$ cat src/rtl/block_scheduler.sv
// block_scheduler: level sequencer for the falling-block playfield.
// Owns NUM_SLOTS block instances, spawns them on a frame-counted gap at
// pseudo-random X lanes, recycles them when they leave the screen or are hit,
// and signals level completion.
// Optional feature macro: BLOCK_SCHED_SCORE_EN (implements the hits counter;
// when undefined, hits is tied to zero).
module block_scheduler #(
    parameter int          NUM_SLOTS        = 4,
    parameter int          BLOCKS_PER_LEVEL = 16,
    parameter int          SPAWN_GAP        = 60,
    parameter logic [9:0]  LFSR_SEED        = 10'h2A5
) (
    input  logic                      frame_clk,
    input  logic                      Reset,
    input  logic                      start_level,
    input  logic [3:0]                level,
    input  logic [NUM_SLOTS-1:0]      slot_done,
    input  logic [NUM_SLOTS-1:0]      slot_hit,
    output logic [NUM_SLOTS-1:0]      block_ready,
    output logic [10*NUM_SLOTS-1:0]   block_x_center,
    output logic [NUM_SLOTS-1:0]      block_reset,
    output logic [4:0]                blocks_left,
    output logic [7:0]                hits,
    output logic                      busy,
    output logic                      level_done
);

    // Gap counter wide enough for the largest reload value.
    localparam int GAP_W = $clog2(SPAWN_GAP + 9);

    typedef enum logic [2:0] {
        S_IDLE,
        S_WAIT,
        S_SPAWN,
        S_DRAIN,
        S_DONE
    } state_t;

    state_t                    r_state;
    logic [NUM_SLOTS-1:0]      r_active;
    logic [NUM_SLOTS-1:0]      r_retire_pend;
    logic [NUM_SLOTS-1:0]      r_block_reset;
    logic [10*NUM_SLOTS-1:0]   r_x_center;
    logic [4:0]                r_blocks_left;
    logic                      r_busy;
    logic                      r_level_done;
    logic [GAP_W-1:0]          r_gap_cnt;
    logic [GAP_W-1:0]          r_gap_reload;
    logic [9:0]                r_lfsr;

    logic [NUM_SLOTS-1:0]      w_retire;
    logic [NUM_SLOTS-1:0]      w_free;
    logic [NUM_SLOTS-1:0]      w_pick;
    logic                      w_found;
    logic                      w_spawn;
    logic                      w_start;
    logic [9:0]                w_lane;

    // The counter holds "WAIT frames remaining minus one", so a reload of
    // gap-1 yields spawns exactly gap+1 frames apart and a load of 0 on
    // level start gives the two-frame first-spawn latency.
    function automatic logic [GAP_W-1:0] f_gap_reload(input logic [3:0] lvl);
        int signed g;
        g = SPAWN_GAP - 4 * int'(lvl);
        if (g < 8) g = 8;
        return GAP_W'(g - 1);
    endfunction

    assign w_start  = (r_state == S_IDLE) && start_level;
    assign w_retire = r_active & (slot_hit | slot_done);
    // A slot is reusable only once its retirement pulse has been issued.
    assign w_free   = ~r_active & ~r_retire_pend;
    assign w_spawn  = (r_state == S_SPAWN) && w_found;
    assign w_lane   = 10'd40 + 10'd80 * {7'd0, r_lfsr[2:0]};

    // Lowest-index free slot, one-hot.
    always_comb begin
        w_pick  = '0;
        w_found = 1'b0;
        for (int i = 0; i < NUM_SLOTS; i++) begin
            if (w_free[i] && !w_found) begin
                w_pick[i] = 1'b1;
                w_found   = 1'b1;
            end
        end
    end

    // Free-running lane LFSR, x^10 + x^7 + 1.
    always_ff @(posedge frame_clk) begin
        if (Reset) r_lfsr <= LFSR_SEED;
        else       r_lfsr <= {r_lfsr[8:0], r_lfsr[9] ^ r_lfsr[6]};
    end

    // Level FSM plus per-slot active/retire bookkeeping.
    always_ff @(posedge frame_clk) begin
        if (Reset) begin
            r_state       <= S_IDLE;
            r_active      <= '0;
            r_retire_pend <= '0;
            r_block_reset <= '0;
            r_x_center    <= '0;
            r_blocks_left <= '0;
            r_busy        <= 1'b0;
            r_level_done  <= 1'b0;
            r_gap_cnt     <= '0;
            r_gap_reload  <= '0;
        end else begin
            r_level_done  <= 1'b0;
            r_retire_pend <= w_retire;
            r_block_reset <= r_retire_pend;
            r_active      <= (r_active & ~w_retire) | (w_spawn ? w_pick : '0);

            for (int i = 0; i < NUM_SLOTS; i++) begin
                if (w_spawn && w_pick[i]) r_x_center[10*i +: 10] <= w_lane;
            end

            case (r_state)
                S_IDLE: begin
                    if (start_level) begin
                        r_gap_reload  <= f_gap_reload(level);
                        r_gap_cnt     <= '0;
                        r_blocks_left <= 5'(BLOCKS_PER_LEVEL);
                        r_busy        <= 1'b1;
                        r_state       <= S_WAIT;
                    end
                end
                S_WAIT: begin
                    if (r_gap_cnt == '0) begin
                        r_state <= (r_blocks_left != 5'd0) ? S_SPAWN : S_DRAIN;
                    end else begin
                        r_gap_cnt <= r_gap_cnt - 1'b1;
                    end
                end
                S_SPAWN: begin
                    if (w_spawn) begin
                        r_blocks_left <= r_blocks_left - 5'd1;
                        r_gap_cnt     <= r_gap_reload;
                        r_state       <= S_WAIT;
                    end
                end
                S_DRAIN: begin
                    if (r_active == '0) r_state <= S_DONE;
                end
                S_DONE: begin
                    r_level_done <= 1'b1;
                    r_busy       <= 1'b0;
                    r_state      <= S_IDLE;
                end
                default: r_state <= S_IDLE;
            endcase
        end
    end

`ifdef BLOCK_SCHED_SCORE_EN
    logic [7:0]           r_hits;
    logic [NUM_SLOTS-1:0] w_hit_ret;
    logic [7:0]           w_hit_n;

    function automatic logic [7:0] f_sat_add(input logic [7:0] a, input logic [7:0] b);
        logic [8:0] s;
        s = {1'b0, a} + {1'b0, b};
        return s[8] ? 8'hFF : s[7:0];
    endfunction

    // A hit and a done on the same slot retire it once, so count per slot.
    assign w_hit_ret = r_active & slot_hit;

    // Number of slots retired by collision this cycle.
    always_comb begin
        w_hit_n = 8'd0;
        for (int i = 0; i < NUM_SLOTS; i++) begin
            w_hit_n = w_hit_n + {7'd0, w_hit_ret[i]};
        end
    end

    // Saturating per-level hit counter.
    always_ff @(posedge frame_clk) begin
        if (Reset)        r_hits <= 8'd0;
        else if (w_start) r_hits <= 8'd0;
        else              r_hits <= f_sat_add(r_hits, w_hit_n);
    end

    assign hits = r_hits;
`else
    assign hits = 8'd0;
`endif

    assign block_ready    = r_active;
    assign block_x_center = r_x_center;
    assign block_reset    = r_block_reset;
    assign blocks_left    = r_blocks_left;
    assign busy           = r_busy;
    assign level_done     = r_level_done;

endmodule

$ cat config.mk
export PLATFORM = sky130hd
export DESIGN_NAME = block_scheduler
export DESIGN_NICKNAME = d
export VERILOG_FILES = /design/src/rtl/block_scheduler.sv
export SDC_FILE = /design/constraint.sdc
export NUM_CORES = 1
export LEC_CHECK = 0
export CAP_MARGIN = 20
export CORE_MARGIN = 5
export CORE_UTILIZATION = 33
export DETAILED_ROUTE_END_ITERATION = 10
export PLACE_DENSITY = 0.59
export SLEW_MARGIN = 20
export SYNTH_ARGS = -nofsm -noshare
export SYNTH_HDL_FRONTEND = slang
export SYNTH_SLANG_ARGS = --single-unit
$ cat constraint.sdc
create_clock -name frame_clk -period 6.3 [get_ports frame_clk]
set_input_delay 1.26 -clock frame_clk [delete_from_list [all_inputs] [get_ports frame_clk]]
set_output_delay 1.26 -clock frame_clk [all_outputs]
set_load 0.02 [all_outputs]
# After elaboration in Yosys (flattened, before gate mapping)
# Index checks and enable logic that the tools add are counted.
# totals
register_bits	86
in_bits	15
out_inout_bits	63
# op_classes
n_addsub	5
multipliers	1
order_cmp	1
n_eq_ne	9
muxes	28
n_bitwise	9
reduce_logical	23
# ops
operator	count
$mux W7	7
$pmux W7 S3	1
$and A4 B4 Y4	3
$mux W3	4
$not A4 Y4	3
$pmux W3 S4	1
$add A6 B10 Y10 const A	1
$mux W1	10
$mux W5	2
$ne A2 B2 Y1 const B	5
$pmux W5 S2	1
$logic_and A1 B1 Y1	8
$or A4 B4 Y4	2
$reduce_and A4 Y1	2
$logic_not A7 Y1	1
$lt A7 B5 Y1 const B	1
$sub A6 B6 Y7 const A	1
$sub A7 B1 Y7 const B	1
$sub A7 B2 Y7 const B	1
$eq A3 B2 Y1 const B	2
$mul A3 B3 Y6 const A	1
$reduce_bool A5 Y1	1
$sub A5 B1 Y5 const B	1
$logic_not A4 Y1	1
other kinds (11)	15

# Depth between registers and ports, before layout
# logic_depth
depth_word	15
mapped_depth	7
depth_no_buf	6

# Worst setup path before layout
# No wires, ideal clock.
# synth_timing
kind	input to register
startpoint	input port start_level
endpoint	register r_gap_cnt[3]
arrival_time_ps	2385
setup_slack_ps	3843
cell_stages	4
n_path_buf	1
cell_sequence	nor4_1 -> or3_1 -> buf_4 -> mux2i_1
# synth_between
elab_chain_cells	2
# synth_lines
item	line	text
from (decl)	15	input logic start_level,
$ne A2 B2 Y1 (no line)	-	
$reduce_and A4 Y1 (no line)	-	
to (signal assigned)	131	r_gap_cnt <= r_gap_cnt - 1'b1;
to (signal assigned)	137	r_gap_cnt <= r_gap_reload;
to (decl)	47	logic [GAP_W-1:0] r_gap_cnt;
# No other way between the ends.
# A chain may end at the register's enable or synchronous reset.

# Final worst setup path
# layout_timing
startpoint	register r_state[1]
endpoint	register r_gap_cnt[4]
# layout_between
elab_chain_cells	4
word_cells_on_any_way	10
classes_between	5 x eq/ne; 1 x mux; 4 x reduce/logical
# layout_lines
item	line	text
from (decl)	39	state_t r_state;
from (signal assigned)	129	r_state <= (r_blocks_left != 5'd0) ? S_SPAWN : S_DRAIN;
$eq A3 B2 Y1	73, 117	
$logic_and A1 B1 Y1	73	assign w_spawn = (r_state == S_SPAWN) && w_found;
$ne A2 B2 Y1 (no line)	-	
$reduce_and A4 Y1 (no line)	-	
# Several ways; a longest one is shown, not always the timed one.

==> flow_summary.yaml <==
status:
  outcome: "finished clean"
die:
  start_util_pct: 33.3
  die_x_um: 109
  die_area_mm2: 0.0118
  rows: 36
  die_y_um: 109
  coreArea_mm2: 0.00964
  ioPinCount: 78
global_route:
  track_usage_pct: 12.8
  grt_start_max_net_pins: 72
  grt_pass1_wl_mm: 11.9
  antenna_found_initial: 0
  overflow: 0
  grt_pass1_vias: 2454
drt:
  routed_wl_mm: 7.33
  drt_iter0_markers: 103
  ant_nets: 0
  drc: 0
  wl_per_cell_um: 13.9
  firstDrtPassIters: 4
  avgViaCountPerCell: 4.83
  vias: 2540
layout:
  area_growth_pct: 23.6
  fillers: 982
  final_core_util_pct: 41.2
  nNetsFinal: 412
  antenna-diode-count: 0
  drive_gt1_share_pct: 8.65
cts:
  cts_tree: "done"
  numCtsBuffers: 9
  clkSinkCount: 73
  holdBufCountCts: 0
  worstSkewPairLatency_ps: 350
  cts_resized: 0
  cts.path.max_buffers: 2
  post_cts_buffers: 0
  cts.clk_slew.worst_paths_ps: 80
  root_buffer: "clkbuf_8"
  ctsHtreeMaxLevel: 3
yosys:
  avgSynthCellArea_um2: 9.42
  synth_area_mm2: 0.00321
  syn_inst: 341
  ys_seq_area_share_pct: 45.5
  synth_cell_types: 52
  synth_edf_count: 0
  yosys_warnings: 0
  synthArstFlopShare_pct: 0
  ys_ff_latch: 73
  ys.flop_type: "dfxtp_1"
min_path:
  hold_path_class: "register to register"
power:
  intPower_uw: 924
  pwr-share-seq_pct: 41.3
  p_switching_uw: 537
  powerDensity_mw_per_mm2: 368
  combPwrFrac_pct: 33.5
  vdd_ir_drop_max_mv: 0.138
  switching_share_pct: 36.8
  p_leak_nw: 1.43
  power_frac_clock_pct: 25.2
sta:
  slew_violations: 0
  holdWs_ps: 415
  tightest_slew_ps: 931
  max_slew_margin_pct: 37.7
  post-route-period-util_pct: 44.6
  setup_viol: 0
  tns_ps: 0
  hold_violations: 0
  skew_ps: 11.9
  rsz0062_at_grt: "no"
  fin_crit_ps: 2810
  timing.fmax_ghz: 0.356
worst_setup_path:
  cp.arrival_ps: 3010
  slowest_delay_ps: 870
  cp_slowest_cell: "nor4_2"
  cp-start-kind: "register"
  crit_path_cell_trace: "or3b_1 -> nor4_2 -> or3_1 -> o32ai_1"
  cp_data_required_time_ps: 6500
  path_delay_family: "simple AND/OR/NAND/NOR gates"
  rrSetupSlack_ps: 3490
  path_buf_inv: 0
  crit_type: "register to register"
  crit_path_max_fanout: 18
  worstSetupEndpointType: "register"
run:
  cap_viol_max_count: 0
placed_design:
  hpwl_mm: 5.19
  gp_congestion: 0.870
  portBuffers: 57
## cell type report
| type | instances | area [um^2] | area share [%] |
|---|---|---|---|
| multi-input combinational | 238 | 1540 | 38.9 |
| tap | 133 | 166 | 4.19 |
| clock buffer | 11 | 131 | 3.31 |
| timing repair buffer | 58 | 573 | 14.4 |
| clock inverter | 5 | 65.1 | 1.64 |
| sequential | 73 | 1460 | 36.8 |
| inverter | 8 | 30.0 | 0.756 |
## synthesized netlist by cell type (3+ instances only)
| cell | count | area (um^2) |
|---|---|---|
| a211oi_1 | 20 | 150 |
| a21oi_1 | 11 | 55.1 |
| a31oi_1 | 4 | 25.0 |
| a32oi_1 | 3 | 26.3 |
| buf_2 | 5 | 25.0 |
| buf_4 | 23 | 173 |
| clkbuf_1 | 12 | 45.0 |
| dfxtp_1 | 73 | 1460 |
| ha_1 | 9 | 113 |
| inv_1 | 7 | 26.3 |
| mux2i_1 | 13 | 130 |
| nand2_1 | 13 | 48.8 |
| nand3_1 | 4 | 20.0 |
| nor2_1 | 55 | 206 |
| nor2b_1 | 9 | 56.3 |
| nor3_1 | 5 | 25.0 |
| nor3b_1 | 6 | 45.0 |
| nor4_1 | 9 | 56.3 |
| o21ai_0 | 5 | 25.0 |
| o32ai_1 | 4 | 35.0 |
| or2_2 | 5 | 31.3 |
| or3_1 | 4 | 25.0 |
| or4_1 | 3 | 22.5 |
| xnor2_1 | 3 | 26.3 |
## through the flow
| step | setup slack (ps) | cells | total power, mW | instance area (um^2) |
|---|---|---|---|---|
| CTS | 3330 | 526 | 1.47 | 3970 |
| finish | 3490 | 526 | 1.46 | 3970 |
| detailed placement | 2980 | 510 | 1.10 | 3770 |
| global placement | 3090 | 510 | 1.09 | 3770 |
| global route | 3240 | 526 | 1.55 | 3970 |
| floorplan | 3840 | 360 | 0.963 | 3280 |
## path summary, 6_finish.rpt
| path | cells after the start | start | end |
|---|---|---|---|
| hold / removal | 1 | r_lfsr[4] | r_lfsr[5] |
| setup reg to reg | 4 | r_state[1] | r_gap_cnt[4] |
| setup / recovery | 4 | r_state[1] | r_gap_cnt[4] |
| hold reg to reg | 1 | r_lfsr[4] | r_lfsr[5] |
## cells in the final DEF, fill, tap and decap left out, types with 4 or more instances in the layout
cell type        Yosys  layout
dfxtp_1             73      73
clkdlybuf4s50_1      0      56
nor2_1              55      55
a211oi_1            20      20
conb_1               1      20
nand2_1             13      13
mux2i_1             13      13
a21oi_1             11      11
nor2b_1              9       9
ha_1                 9       9
clkbuf_8             0       9
nor4_1               9       8
inv_1                7       7
nor3b_1              6       6
or2_2                5       5
o21ai_0              5       5
nor3_1               5       5
or3_1                4       4
nand3_1              4       4
a31oi_1              4       4
o32ai_1              4       4
## registers in the layout, summed over array words and instances (netlist names)
name and count:
block_x_center 28, r_lfsr 10, r_gap_cnt 7, r_gap_reload 6, blocks_left 5, block_ready 4, block_reset 4, r_retire_pend 4
r_state 3, busy 1, level_done 1
## cell families after synthesis
| logic type | Yosys count | share of synthesized area (%) |
|---|---|---|
| DFF | 73 | 45.5 |
| buffers and inverters | 49 | 8.84 |
| other | 1 | 0.117 |
| xor gates and xnor gates | 5 | 1.36 |
| muxes | 13 | 4.05 |
| AOI/OAI and AO/OA | 58 | 13.2 |
| and+or+nand+nor | 133 | 23.5 |
| adders and majority gates | 9 | 3.51 |
## per-layer routing
metal | GRT usage, % | share of wire, %
met5 | 0 | 0
met4 | 5.77 | 2.3
met3 | 4.68 | 8.6
met2 | 21.0 | 47
met1 | 15.1 | 42
## power groups by stage
stage	logic [mW]	clock network, mW	registers (mW)
floorplan	0.348	0	0.615
global placement	0.476	0	0.611
detailed placement	0.483	0	0.612
CTS	0.486	0.379	0.602
global route	0.540	0.400	0.614
finish	0.490	0.368	0.603
Note: power is estimated with default switching activity, not from simulation.
